==> config.mk <==
export PLATFORM = sky130hd
export DESIGN_NAME = pipeline_ctrl
export DESIGN_NICKNAME = d
export VERILOG_FILES = /design/src/rtl/pipeline_ctrl_pkg.sv /design/src/rtl/pipeline_ctrl_stall_watchdog.sv /design/src/rtl/pipeline_ctrl.sv
export SDC_FILE = /design/constraint.sdc
export NUM_CORES = 1
export LEC_CHECK = 0
export BUFFER_PORTS_ARGS = -buffer_cell sky130_fd_sc_hd__buf_2
export CAP_MARGIN = 25
export CORE_MARGIN = 5
export CORE_UTILIZATION = 55
export DETAILED_ROUTE_END_ITERATION = 10
export PLACE_DENSITY_LB_ADDON = 0.12
export SYNTH_ARGS = -nofsm -noshare
export SYNTH_HDL_FRONTEND = slang
export SYNTH_SLANG_ARGS = --single-unit
export TNS_END_PERCENT = 30
==> constraint.sdc <==
create_clock -name clk -period 5.2 [get_ports clk]
set_clock_uncertainty 0.15 [all_clocks]
set_input_delay 0.78 -clock clk [delete_from_list [all_inputs] [get_ports clk]]
set_output_delay 0.78 -clock clk [all_outputs]
set_load 0.1 [all_outputs]
==> src/rtl/pipeline_ctrl_pkg.sv <==
// Shared constants, stall vector encodings and controller state codes for pipeline_ctrl.
package pipeline_ctrl_pkg;

  localparam int STALL_W = 6;
  localparam int ADDR_W  = 32;

  // Stall bus bit order: [0]PC [1]IF [2]ID [3]EX [4]MEM [5]WB, 1 = stop
  localparam logic [STALL_W-1:0] STALL_NONE = 6'b000000;
  localparam logic [STALL_W-1:0] STALL_IF   = 6'b000011;
  localparam logic [STALL_W-1:0] STALL_ID   = 6'b000111;
  localparam logic [STALL_W-1:0] STALL_EX   = 6'b001111;
  localparam logic [STALL_W-1:0] STALL_MEM  = 6'b011111;

  localparam logic [ADDR_W-1:0] ZERO_WORD = '0;

  typedef enum logic [1:0] {
    CTRL_RUN     = 2'd0,
    CTRL_FLUSH   = 2'd1,
    CTRL_RECOVER = 2'd2
  } ctrl_state_e;

  function automatic logic [STALL_W-1:0] stall_encode(
    input logic req_if,
    input logic req_id,
    input logic req_ex,
    input logic req_mem
  );
    logic [STALL_W-1:0] vec;
    if (req_mem)     vec = STALL_MEM;
    else if (req_ex) vec = STALL_EX;
    else if (req_id) vec = STALL_ID;
    else if (req_if) vec = STALL_IF;
    else             vec = STALL_NONE;
    return vec;
  endfunction

endpackage

==> src/rtl/pipeline_ctrl_stall_watchdog.sv <==
// Counts consecutive stalled cycles and raises a sticky flag once TIMEOUT is reached.
module pipeline_ctrl_stall_watchdog #(
  parameter int CNT_W   = 11,
  parameter int TIMEOUT = 1024
) (
  input  logic clk,
  input  logic rst,
  input  logic stalled,
  output logic stall_timeout
);

  localparam logic [CNT_W-1:0] LIMIT    = CNT_W'(TIMEOUT);
  localparam logic [CNT_W-1:0] LIMIT_M1 = CNT_W'(TIMEOUT - 1);
  localparam logic [CNT_W-1:0] ONE      = CNT_W'(1);

  logic [CNT_W-1:0] cnt;

  // Counter saturates at LIMIT; the flag is set on the edge where it gets there
  always_ff @(posedge clk or negedge rst) begin
    if (!rst) begin
      cnt           <= '0;
      stall_timeout <= 1'b0;
    end else begin
      if (!stalled)
        cnt <= '0;
      else if (cnt != LIMIT)
        cnt <= cnt + ONE;

      if (stalled && (cnt == LIMIT_M1))
        stall_timeout <= 1'b1;
    end
  end

endmodule

==> src/rtl/pipeline_ctrl.sv <==
// Pipeline controller: stall priority encoder, exception flush/recover sequencer, stall statistics.
module pipeline_ctrl
  import pipeline_ctrl_pkg::*;
#(
  parameter int RECOVER_CYCLES = 2,
  parameter int TIMEOUT        = 1024,
  parameter int CNT_W          = 11
) (
  input  logic                clk,
  input  logic                rst,
  input  logic                stallreq_if,
  input  logic                stallreq_id,
  input  logic                stallreq_ex,
  input  logic                stallreq_mem,
  input  logic                excp_valid,
  input  logic [ADDR_W-1:0]   excp_handler,
  output logic [STALL_W-1:0]  stall,
  output logic                flush,
  output logic [ADDR_W-1:0]   new_pc,
  output logic                stall_timeout,
  output logic [31:0]         stall_cycles
);

  localparam logic [3:0] RECOVER_LOAD = 4'(RECOVER_CYCLES - 1);

  ctrl_state_e       state;
  logic [3:0]        rcnt;
  logic              flush_q;
  logic [ADDR_W-1:0] new_pc_q;
  logic              stalled;

  // Requests pass straight through except during the flush cycle
  always_comb begin
    stall = STALL_NONE;
    if (state != CTRL_FLUSH)
      stall = stall_encode(stallreq_if, stallreq_id, stallreq_ex, stallreq_mem);
  end

  assign stalled = (stall != STALL_NONE);
  assign flush   = flush_q;
  assign new_pc  = new_pc_q;

  always_ff @(posedge clk or negedge rst) begin
    if (!rst) begin
      state    <= CTRL_RUN;
      rcnt     <= '0;
      flush_q  <= 1'b0;
      new_pc_q <= ZERO_WORD;
    end else begin
      case (state)
        CTRL_RUN: begin
          if (excp_valid) begin
            state    <= CTRL_FLUSH;
            flush_q  <= 1'b1;
            new_pc_q <= excp_handler;
          end
        end
        CTRL_FLUSH: begin
          state    <= CTRL_RECOVER;
          flush_q  <= 1'b0;
          new_pc_q <= ZERO_WORD;
          rcnt     <= RECOVER_LOAD;
        end
        CTRL_RECOVER: begin
          // Shadow window runs on wall-clock cycles, stalls do not extend it
          if (rcnt == 4'd0)
            state <= CTRL_RUN;
          else
            rcnt <= rcnt - 4'd1;
        end
        default: begin
          state    <= CTRL_RUN;
          flush_q  <= 1'b0;
          new_pc_q <= ZERO_WORD;
          rcnt     <= '0;
        end
      endcase
    end
  end

  always_ff @(posedge clk or negedge rst) begin
    if (!rst)
      stall_cycles <= '0;
    else if (stalled)
      stall_cycles <= stall_cycles + 32'd1;
  end

  pipeline_ctrl_stall_watchdog #(
    .CNT_W   (CNT_W),
    .TIMEOUT (TIMEOUT)
  ) u_watchdog (
    .clk           (clk),
    .rst           (rst),
    .stalled       (stalled),
    .stall_timeout (stall_timeout)
  );

endmodule

# After elaboration in Yosys (flattened, before gate mapping)
# Index checks and enable logic that the tools add are counted.
dict set report totals {
  regBits 83
  input_bits 39
  out_inout_bits 72
  wordCells 44
}
dict set report op_classes {
  n_addsub 3
  eq_ne 9
  n_mux 16
  bitwise_logic 2
  reduce_logical 7
}
# cell count
set op_table {}
lappend op_table {{one-hot mux 32 bit (2 select lines)} 1}
lappend op_table {{adder 32 x 1 -> 32 bit (second input constant)} 1}
lappend op_table {{two-way mux 32 bit} 1}
lappend op_table {{two-way mux 11 bit} 2}
lappend op_table {{one-hot mux 4 bit (3 select lines)} 1}
lappend op_table {{adder 11 x 1 -> 11 bit (second input constant)} 1}
lappend op_table {{equality test 11 x 10 -> 1 bit (second input constant)} 1}
lappend op_table {{inequality test 11 bit (second input constant)} 1}
lappend op_table {{two-way mux 4 bit} 2}
lappend op_table {{inequality test 2 bit (second input constant)} 4}
lappend op_table {{two-way mux 2 bit} 3}
lappend op_table {{two-way mux 6 bit} 1}
lappend op_table {{one-hot mux 2 bit (3 select lines)} 1}
lappend op_table {{AND reduction 2 bit} 3}
lappend op_table {{nonzero test 6 bit} 1}
lappend op_table {{two-way mux 5 bit} 1}
lappend op_table {{zero test 4 bit} 1}
lappend op_table {{subtractor 4 x 1 -> 4 bit (second input constant)} 1}
lappend op_table {{two-way mux 3 bit} 1}
lappend op_table {{equality test 2 x 1 -> 1 bit (second input constant)} 1}
lappend op_table {{equality test 2 bit (second input constant)} 1}
lappend op_table {{zero test 2 bit} 1}
lappend op_table {{inequality test 2 x 1 -> 1 bit (second input constant)} 1}
lappend op_table {{inverter 1 bit} 2}
lappend op_table {{other kinds (3)} 3}

# Depth between registers and ports, before layout
# Gate-level depths: netlist of the first run.
dict set report logic_depth {
  ltp_word 7
  mapped_depth 8
  mapped_depth_nobuf 7
}

# Modules after synthesis
# Synthesis of the first run repeated with hierarchy kept, for this count alone.
dict set report unflattened {
  hier_cells 389
  area_unflattened_um2 3857.4
}
# module n_inst cells_per_inst area_per_inst_um2 seq_area_each_um2
set modules_own_cells {}
lappend modules_own_cells {pipeline_ctrl 1 328 3251.9 1776.7}
lappend modules_own_cells {pipeline_ctrl_stall_watchdog 1 61 605.6 300.3}

# Least setup slack after synthesis of the first run
# No wires, ideal clock.
dict set report synth_path {
  kind {input to output}
  startpoint {input stallreq_mem}
  endpoint {output stall[1]}
  t_arrival_ps 2476
  required_ps 4270
  path_slack_ps 1794
  path_stages 5
  n_path_buf 2
  path_cell_list {nor4_1 -> or2_2 -> clkbuf_1 -> inv_1 -> buf_4}
}
dict set report synth_via {
  elab_chain_len 2
}
# item line_no
set synth_rtl {}
lappend synth_rtl {{from (decl)} pipeline_ctrl.sv:14} ;# input logic stallreq_mem,
lappend synth_rtl {{two-way mux 5 bit} pipeline_ctrl_pkg.sv:29} ;# if (req_mem) vec = STALL_MEM;
lappend synth_rtl {{two-way mux 6 bit} pipeline_ctrl.sv:35} ;# if (state != CTRL_FLUSH)
lappend synth_rtl {{to (decl)} pipeline_ctrl.sv:17} ;# output logic [STALL_W-1:0] stall,
# Every way passes these cells.

# Worst setup path in the final report of the first run
# Ends and elaborated chain as after synthesis.

==> results of run 1 <==
## flip-flops by register name (all words and copies together) (netlist names)
register and count:
u_watchdog.stall_timeout 1, flush 1, stall_cycles 32, u_watchdog.cnt 11, new_pc 32, state 2
rcnt 4
## worst max-delay path, cell delays in order
cell and delay (ps):
buf_2 120, nor4_1 640, or2_2 440, inv_1 110
buf_2 310
## cell usage in the layout, fill, tap and decap left out, types with 2 or more instances in the layout
cell type / instances
or4_4: 2
nor2b_1: 3
nor2_1: 27
and3_2: 2
nand3_1: 11
and3_1: 6
nand2_1: 92
a21oi_1: 3
dfrtp_1: 83
nor4_1: 3
clkbuf_8: 10
ha_1: 9
a21o_1: 2
o21ai_0: 38
buf_2: 108
or2_2: 3
nor3_1: 10
xor2_1: 18
inv_1: 11
bufinv_16: 2
or4_1: 2
xnor2_1: 23
buf_4: 2
nand4_1: 9
clkinvlp_4: 2
## through the flow
stage               util [%]  instance area [sq um]  hold WS [ps]  worst slack (ps)
floorplan                  -                   3710           312              1790
global placement        64.3                   4300           291              1910
detailed placement      64.3                   4300           298              1850
CTS                     67.7                   4520           319              1840
global route            68.1                   4550           215              1640
finish                  68.1                   4550           200              1860
## path summary, 6_finish.rpt
path	slack [ps]	from	end
worst max register to register	2510	state[1]	stall_cycles[30]
min in group clk	320	u_watchdog.stall_timeout	u_watchdog.stall_timeout
worst min-delay path	200	rst	stall_cycles[25]
max in group asynchronous	4130	rst	stall_cycles[19]
worst max-delay path	1860	stallreq_mem	stall[1]
worst min register to register	320	u_watchdog.stall_timeout	u_watchdog.stall_timeout
## logic make-up after synthesis
logic type	count (synthesis)	share of synthesized area [%]
buffers and inverters	28	3.07
xor gates and xnor gates	41	9.67
muxes	1	0.303
adders and majority gates	9	3.03
other	1	0.101
AOI/OAI and AO/OA	44	6.13
DFF	83	55.9
and+or+nand+nor	176	21.8
## final cells by class
cell class | count | area, sq um | area share, %
Sequential cell | 83 | 2080 | 45.6
Multi-Input combinational cell | 272 | 1520 | 33.5
Timing Repair Buffer | 111 | 583 | 12.8
Clock buffer | 10 | 138 | 3.02
Tap cell | 80 | 100 | 2.20
Clock inverter | 6 | 88.8 | 1.95
Inverter | 11 | 41.3 | 0.907
## routing by layer
metal	vias up	wire [um]
met2	89	3470
met1	1341	3440
met4	0	78
met3	7	643
met5	-	0
li1	1461	-
==> results.ini, run 1 <==
[run]
maxCapViolCount = 0

[clocking]
cts_sinks = 83
numCtsBuffers = 9
holdBufCountCts = 0
cts_tree = yes
cts_root_buf = clkbuf_8
cts_setup_buffers = 0
clock_latency_ps = 350
htreeDepth = 3
clk_pin_slew_ps = 90
cts_buffer_depth = 2
ctsResizeCount = 0

[setup_path]
start_kind = input pin
endpoint_kind = output pin
cp.arrival_ps = 2410
crit_type = in -> out
cp_max_fo = 18
r2r_cells = 7
worstPathRequired_ps = 4270

[layout]
fillCellCount = 557
area_growth_pct = 22.5
antenna_cells = 0
fin_cells = 573
final_nets = 536
layout-drive-gt1-share_pct = 27.6

[routing]
drc_errors = 0
wl_per_cell_um = 13.3
drtAntennaViolNets = 0
via_per_inst = 5.06
routed_wl_um = 7640
vias = 2898
dr.pass1.iters = 6
initialDrtViolationCount = 117

[status]
run_status = finished, final reports clean

[logic_synthesis]
yosys_warnings = 0
ys.flop_type = dfrtp_1
netlist_top_cells_count = 92 x nand2_1, 83 x dfrtp_1, 38 x o21ai_0
syn_nets = 431
synth_area_per_cell_sq_um = 9.70
yosysTopAreaCellShare_pct = 55.9
syn_area_sq_um = 3710
synthTopCellsByArea = dfrtp_1 56%, nand2_1 9.3%, xnor2_1 5.4%
synth_cell_types = 33
ys_ff_latch = 83
synth_edf_count = 0
ys_seq_area_share_pct = 55.9
synth.most_common_cell = nand2_1
async_flop_share_pct = 100
synthCells = 383
synth_area_leader_cell = dfrtp_1

[grt]
grt_pass1_wl_um = 12900
groute.layer.met2.usage_pct = 29.6
grt_pass1_vias = 2756
grt_use_met3_pct = 5.82
grt_max_degree = 84
busiest_layer = met2
use_met1_pct = 25.0
grt-ovfl-total = 0
antenna_found_initial = 0
grt_use_total_pct = 18.9

[placement]
io_buffer_count = 109
gp_congestion = 0.789
dp.cells = 556
hpwlAfterDp_um = 5560

[worst_hold_path]
hold_path.class = in -> async

[floorplanning]
coreArea_sq_um = 6680
die-area_sq_um = 8500
num_rows = 30
ios = 111
die_width_um = 92.2
fp.dieH_um = 92.2
start_util_pct = 55.6

[sta]
fin_crit_sh_pct = 64.1
slew_headroom_pct = 36.4
worst_pin_slew_ps = 954
fin_crit_ps = 3340
setup_viol = 0
setup_tns_ps = 0
slew_viol_final = 0
rsz0062_at_grt = no
max_freq_mhz = 300
hold_viol_final = 0

Power of run 1 is not shown: default switching activity piles up to over one toggle a cycle in this logic, so the estimate is an artifact.
==> run 2, diff against run 1 <==
--- a/config.mk
+++ b/config.mk
@@ -5,10 +5,11 @@
 export SDC_FILE = /design/constraint.sdc
 export NUM_CORES = 1
 export LEC_CHECK = 0
+export ABC_AREA = 1
 export BUFFER_PORTS_ARGS = -buffer_cell sky130_fd_sc_hd__buf_2
 export CAP_MARGIN = 25
 export CORE_MARGIN = 5
-export CORE_UTILIZATION = 55
+export CORE_UTILIZATION = 53
 export DETAILED_ROUTE_END_ITERATION = 10
 export PLACE_DENSITY_LB_ADDON = 0.12
 export SYNTH_ARGS = -nofsm -noshare
==> constraint.sdc (replaced) <==
create_clock -name clk -period 3.1 [get_ports clk]
set_clock_uncertainty 0.15 [all_clocks]
set_input_delay 0.465 -clock clk [delete_from_list [all_inputs] [get_ports clk]]
set_output_delay 0.465 -clock clk [all_outputs]
set_load 0.1 [all_outputs]
==> results.ini, run 2 <==
[sta]
fin_crit_sh_pct = 77.9
fin_crit_ps = 2420
rsz0062_at_grt = no  ; unchanged
timing.final.ws_setup_ps = 684  ; was 1860 ps
setup_viol = 0  ; unchanged
holdWs_ps = 194  ; was 200 ps
slew_headroom_pct = 59.2  ; was 36.4%
hold_viol_final = 0  ; unchanged
worst_pin_slew_ps = 611  ; was 954 ps
max_freq_mhz = 414
slew_viol_final = 0  ; unchanged
setup_tns_ps = 0  ; unchanged

[layout]
final_common_cell = buf_2  ; unchanged
area_growth_pct = 20.1  ; was 22.5%
final_nets = 695  ; was 536
layout_common_cells = 108 x buf_2, 101 x nand2_1, 96 x inv_1  ; was 108 x buf_2, 92 x nand2_1, 83 x dfrtp_1
finish.utilization_pct = 64.7  ; was 68.1%
layout-drive-gt1-share_pct = 25.5  ; was 27.6%
antenna_cells = 0  ; unchanged

[setup_path]
worst-path-buf-inv = 3  ; unchanged
crit_type = reg -> out  ; was in -> out
worstPathRequired_ps = 2480  ; was 4270 ps
r2r-start = state[1]  ; unchanged
cp.arrival_ps = 1800  ; was 2410 ps
start_kind = flip-flop  ; was input pin
cp.depth = 6  ; was 5
crit_slowest_cell = buf_2  ; was nor4_1
r2r_cells = 9  ; was 7
path_delay_family = buffers and inverters  ; was simple AND/OR/NAND/NOR gates
worstPathCellList = inv_1 > ha_1 > inv_2 > nand2_1 > nand3_4 > buf_2  ; was buf_2 > nor4_1 > or2_2 > inv_1 > buf_2
critPathLaunch = state[1]  ; was stallreq_mem
cp_max_fo = 9  ; was 18
cpPeakStageDelay_ps = 450  ; was 640 ps
endpoint_kind = output pin  ; unchanged

[clocking]
htreeDepth = 3  ; unchanged
cts_setup_buffers = 0  ; unchanged
cts_buffer_depth = 2  ; unchanged
ctsResizeCount = 0  ; unchanged
clk_pin_slew_ps = 90  ; about the same
clock_latency_ps = 350  ; about the same
numCtsBuffers = 9  ; unchanged
cts_root_buf = clkbuf_8  ; unchanged
cts_tree = yes  ; unchanged
cts_sinks = 83  ; unchanged

[worst_hold_path]
hold_path.class = in -> reg  ; was in -> async
worstHoldPathCells = 3
hold_start = excp_handler[31]

[logic_synthesis]
synth-simple-area-share_pct = 27.9  ; was 21.8%
syn_nets = 588  ; was 431
yosys.area_share.adder_pct = 2.57  ; was 3.03%
synthMuxAreaShare_pct = 0.257  ; was 0.303%
synth_top_family_by_area = simple AND/OR/NAND/NOR gates  ; unchanged
syn_area_sq_um = 4390  ; was 3710 sq um
synthCells = 540  ; was 383
synth_area_per_cell_sq_um = 8.12  ; was 9.70 sq um
ys_seq_area_share_pct = 47.4  ; was 55.9%
synthTopCellsByArea = dfrtp_1 47%, nand2_1 8.6%, inv_1 8.2%  ; was dfrtp_1 56%, nand2_1 9.3%, xnor2_1 5.4%
yosys_warnings = 0  ; unchanged
synth_area_leader_cell = dfrtp_1  ; unchanged
yosysTopAreaCellShare_pct = 47.4  ; was 55.9%
synth.most_common_cell = nand2_1  ; unchanged
synth_compound_area_share_pct = 6.96  ; was 6.13%
ys.flop_type = dfrtp_1  ; unchanged
async_flop_share_pct = 100  ; unchanged
netlist_top_cells_count = 101 x nand2_1, 96 x inv_1, 83 x dfrtp_1  ; was 92 x nand2_1, 83 x dfrtp_1, 38 x o21ai_0
synth_xor_area_share_pct = 3.99  ; was 9.67%
synth_edf_count = 0  ; unchanged
ys_ff_latch = 83  ; unchanged
synth_cell_types = 34  ; was 33

[placement]
pre_cts_slack_ps = 1050  ; was 1850 ps
io_buffer_count = 109  ; unchanged
gp_congestion = 0.912  ; was 0.789
hpwlAfterDp_um = 7090  ; was 5560 um

[routing]
vias = 3703  ; was 2898
dr.pass1.iters = 5  ; was 6
drtAntennaViolNets = 0  ; unchanged
drc_errors = 0  ; unchanged
wl_per_cell_um = 12.6  ; was 13.3 um
routed_wl_um = 9530  ; was 7640 um
via_per_inst = 4.89  ; was 5.06
initialDrtViolationCount = 123  ; was 117

[floorplanning]
die-area_sq_um = 10200  ; was 8500 sq um
die_width_um = 101  ; was 92.2 um
coreArea_sq_um = 8130  ; was 6680 sq um
ios = 111  ; unchanged
num_rows = 33  ; was 30
start_util_pct = 53.9  ; was 55.6%
fp.dieH_um = 101  ; was 92.2 um

[grt]
grt_use_total_pct = 19.7  ; was 18.9%
use_met1_pct = 25.0  ; unchanged
grt_max_degree = 66  ; was 84
busiest_layer = met2  ; unchanged
grt_pass1_vias = 3631  ; was 2756
antenna_found_initial = 0  ; unchanged
grt_use_met3_pct = 4.98  ; was 5.82%
grt-ovfl-total = 0  ; unchanged
grt_pass1_wl_um = 16300  ; was 12900 um
groute.layer.met2.usage_pct = 33.0  ; was 29.6%

[pwr]
p_per_area_nw_per_um2 = 1140
irDropWorstVdd_v = 0.000987
leakage_nw = 2.85
totalPowerFinal_mw = 6.01

[status]
run_status = finished, final reports clean  ; unchanged

[run]
maxCapViolCount = 0  ; unchanged

run 2: tightest hold or removal path, stage by stage:
cell and delay [ps]:
buf_2 70, nand3_1 60, o21ai_0 60
run 2: final timing paths:
kind | endpoint | slack [ps]
worst max register to register | stall_cycles[14] | 1060
min in group asynchronous | stall_cycles[3] | 380
worst min register to register | u_watchdog.stall_timeout | 330
worst min-delay path | new_pc[31] | 190
worst max-delay path | stall[0] | 680
max in group asynchronous | new_pc[12] | 1820
run 2: final cells by class:
class / instances / area [sq um]
well taps: 105 / 131
flip-flops and latches: 83 / 2080
clock buffers: 10 / 138
repair buffers: 114 / 621
fillers: 722 / 2870
clock inverters: 6 / 88.8
multi-input cells: 340 / 1840
inverters: 99 / 372
run 2: metal layers:
layer / vias up / wire, um
li1: 1893 / -
met1: 1709 / 4090
met2: 90 / 4680
met3: 11 / 615
met4: 0 / 140
met5: - / 0
run 2: power breakdown:
part | internal, mW | switching, mW | leakage, nW | total, mW
clock network | 0.476 | 0.400 | 0.108 | 0.876
registers | 1.40 | 0.224 | 1.03 | 1.63
logic | 0.603 | 2.90 | 1.71 | 3.50
total | 2.48 | 3.52 | 2.85 | 6.01
run 2: stage by stage:
| stage | std cells | instance area (sq um) |
|---|---|---|
| global placement | 739 | 5000 |
| finish | 757 | 5270 |
| detailed placement | 740 | 5030 |
| floorplan | 540 | 4390 |
| global route | 757 | 5270 |
| CTS | 757 | 5270 |
run 2: cell families after synthesis:
family / after synthesis
multiplexers: 1
adder cells (fa/ha/maj): 9
flip-flops: 83
XOR/XNOR: 20
buffers and inverters: 117
AO/OA/AOI/OAI: 56
AND/OR/NAND/NOR: 253
other: 1
run 2: timing repair:
action	in CTS	in global routing
endpoints found under the hold margin	18	0
hold buffers	1	0
setup endpoints to repair	0	0
Power figures use the tool's default switching activity.
==> run 3, diff against run 2 <==
--- a/config.mk
+++ b/config.mk
@@ -9,7 +9,7 @@
 export BUFFER_PORTS_ARGS = -buffer_cell sky130_fd_sc_hd__buf_2
 export CAP_MARGIN = 25
 export CORE_MARGIN = 5
-export CORE_UTILIZATION = 53
+export CORE_UTILIZATION = 48
 export DETAILED_ROUTE_END_ITERATION = 10
 export PLACE_DENSITY_LB_ADDON = 0.12
 export SYNTH_ARGS = -nofsm -noshare
==> constraint.sdc (replaced) <==
create_clock -name clk -period 2.15 [get_ports clk]
set_clock_uncertainty 0.15 [all_clocks]
set_input_delay 0.3225 -clock clk [delete_from_list [all_inputs] [get_ports clk]]
set_output_delay 0.3225 -clock clk [all_outputs]
set_load 0.1 [all_outputs]
==> results.ini, run 3 (synthesized netlist as in run 2, its figures left out) <==
[floorplanning]
num_rows = 34  ; was 33
die-area_sq_um = 11100  ; was 10200 sq um
start_util_pct = 49.8  ; was 53.9%
fp.dieH_um = 106  ; was 101 um
ios = 111  ; unchanged
die_width_um = 106  ; was 101 um
coreArea_sq_um = 8810  ; was 8130 sq um

[sta]
holdWs_ps = 55.0  ; was 194 ps
rsz0062_at_grt = no  ; unchanged
slew_viol_final = 0  ; unchanged
fin_crit_ps = 2040
hold_viol_final = 0  ; unchanged
setup_viol = 0  ; unchanged
max_freq_mhz = 491
fin_crit_sh_pct = 94.8

[layout]
fillCellCount = 788  ; was 722
fin_cells = 763  ; was 757
fin_area_sq_um = 5290  ; was 5270 sq um
final_common_cell = buf_2  ; unchanged
antenna_cells = 0  ; unchanged
multi_input_area_sq_um = 1840  ; about the same
layout_common_cells = 104 x buf_2, 101 x nand2_1, 95 x inv_1  ; was 108 x buf_2, 101 x nand2_1, 96 x inv_1
regArea_sq_um = 2080  ; about the same
layout-drive-gt1-share_pct = 26.4  ; was 25.5%
area_growth_pct = 20.6  ; was 20.1%
final_nets = 698  ; was 695

[routing]
drc_errors = 0  ; unchanged
initialDrtViolationCount = 86  ; was 123
dr.pass1.iters = 4  ; was 5
vias = 3722  ; was 3703
drtAntennaViolNets = 0  ; unchanged
via_per_inst = 4.88  ; was 4.89
wl_per_cell_um = 12.9  ; was 12.6 um
routed_wl_um = 9840  ; was 9530 um

[clocking]
cts_buffer_depth = 2  ; unchanged
cts_sinks = 83  ; unchanged
htreeDepth = 3  ; unchanged
clock_latency_ps = 350  ; about the same
numCtsBuffers = 9  ; unchanged
cts_root_buf = clkbuf_8  ; unchanged
clk_pin_slew_ps = 90  ; about the same
cts_tree = yes  ; unchanged

[setup_path]
endpoint_kind = output pin  ; unchanged
cpPeakStageDelay_ps = 400  ; was 450 ps
critPathLaunch = state[1]  ; unchanged
r2r_slack_ps = 280  ; was 1060 ps
worstPathCellList = inv_2 > ha_2 > inv_2 > nand2_1 > nand3_4 > buf_6  ; was inv_1 > ha_1 > inv_2 > nand2_1 > nand3_4 > buf_2
path_delay_family = flip-flops  ; was buffers and inverters
crit_type = reg -> out  ; unchanged
r2r-start = state[0]  ; was state[1]
cpMostUsedCell = inv_2
worstPathRequired_ps = 1680  ; was 2480 ps
worst-path-buf-inv = 3  ; unchanged
crit_slowest_cell = dfrtp_1  ; was buf_2
start_kind = flip-flop  ; unchanged
cp_max_fo = 5  ; was 9
cp.arrival_ps = 1560  ; was 1800 ps

[grt]
grt-ovfl-total = 0  ; unchanged
grt_max_degree = 61  ; was 66
antenna_found_initial = 0  ; unchanged
grt_use_total_pct = 18.3  ; was 19.7%
grt_pass1_vias = 3571  ; was 3631
grt_pass1_wl_um = 16700  ; was 16300 um

[placement]
dp.cells = 746  ; was 740
gp_congestion = 0.857  ; was 0.912
io_buffer_count = 109  ; unchanged
hpwlAfterDp_um = 7450  ; was 7090 um
place_area_sq_um = 5060  ; was 5030 sq um

[pwr]
irDropWorstVdd_v = 0.00124  ; was 0.000987 V
p_sw_mw = 5.09  ; was 3.52 mW
power_frac_comb_pct = 59.6  ; was 58.3%
swShare_pct = 59.1  ; was 58.7%
p_per_area_nw_per_um2 = 1630  ; was 1140 nW/um^2
leakage_nw = 2.86  ; was 2.85 nW
internal-power_mw = 3.53  ; was 2.48 mW
pwr-share-seq_pct = 27.3  ; was 27.1%
power.clock.fraction_pct = 13.1  ; was 14.6%

[worst_hold_path]
hold_path.class = in -> reg  ; unchanged
hold_start = excp_handler[26]  ; was excp_handler[31]

[status]
run_status = finished, final reports clean  ; unchanged

[run]
maxCapViolCount = 0  ; unchanged

[run 3: cell types whose count changed in the layout (fill, tap and decap cells not counted), moves of 2 or more]
cell,delta
clkinv_2,+2
dfrtp_2,+2
buf_6,+2
dfrtp_1,-2
buf_4,+4
buf_2,-4
buf_12,+2
[run 3: per-stage QoR]
step	util, %	power, mW	setup WS (ps)	TNS, ps
after detailed placement	57.5	7.51	227	0
final	60.1	8.61	113	0
after global placement	57.5	7.43	301	0
after floorplan	-	6.64	56.6	0
after CTS	59.9	8.67	-18.5	-36.0
after global routing	60.1	9.12	15.6	0
[run 3: worst register-to-register path: stages, from the launching register on]
cell and delay, ps:
dfrtp_1 410, inv_1 130, ha_1 270, buf_4 220, inv_1 60, o21ai_0 350
nor2_1 80, a21oi_1 130
[run 3: final cells by class]
| class | instances | area share, % |
|---|---|---|
| flip-flops and latches | 83 | 39.3 |
| multi-input cells | 340 | 34.8 |
| repair buffers | 117 | 12.6 |
| inverters | 99 | 7.03 |
| clock buffers | 11 | 2.67 |
| well taps | 108 | 2.56 |
| clock inverters | 5 | 0.994 |
[run 3: timing repair]
item                                    in CTS  in global routing
resized for setup                            4                  4
endpoints found under the setup margin       4                  5
hold buffers                                 1                  0
hold endpoints to repair                    23                  0
pin swaps                                    0                  0
setup buffers                                0                  0
[run 3: final timing paths]
| check | endpoint | cells past startpoint |
|---|---|---|
| worst max-delay path | stall[1] | 6 |
| worst min-delay path | new_pc[26] | 3 |
| worst max register to register | state[1] | 7 |
| worst min register to register | u_watchdog.stall_timeout | 1 |
| max in group asynchronous | new_pc[16] | 3 |
| min in group asynchronous | stall_cycles[3] | 2 |
[run 3: metal layers]
layer	track usage, %	share of wire, %	up-vias
met2	30.1	47	91
met4	6.29	1.3	0
met3	4.89	6.6	9
met1	23.5	45	1712
met5	0	0	-
li1	-	-	1910
[run 3: power groups by stage]
stage	combinational [mW]	sequential [mW]	clock, mW
floorplan	1.71	4.94	0
global placement	5.07	2.36	0
detailed placement	5.14	2.37	0
CTS	5.16	2.36	1.16
global route	5.47	2.42	1.23
finish	5.13	2.36	1.13
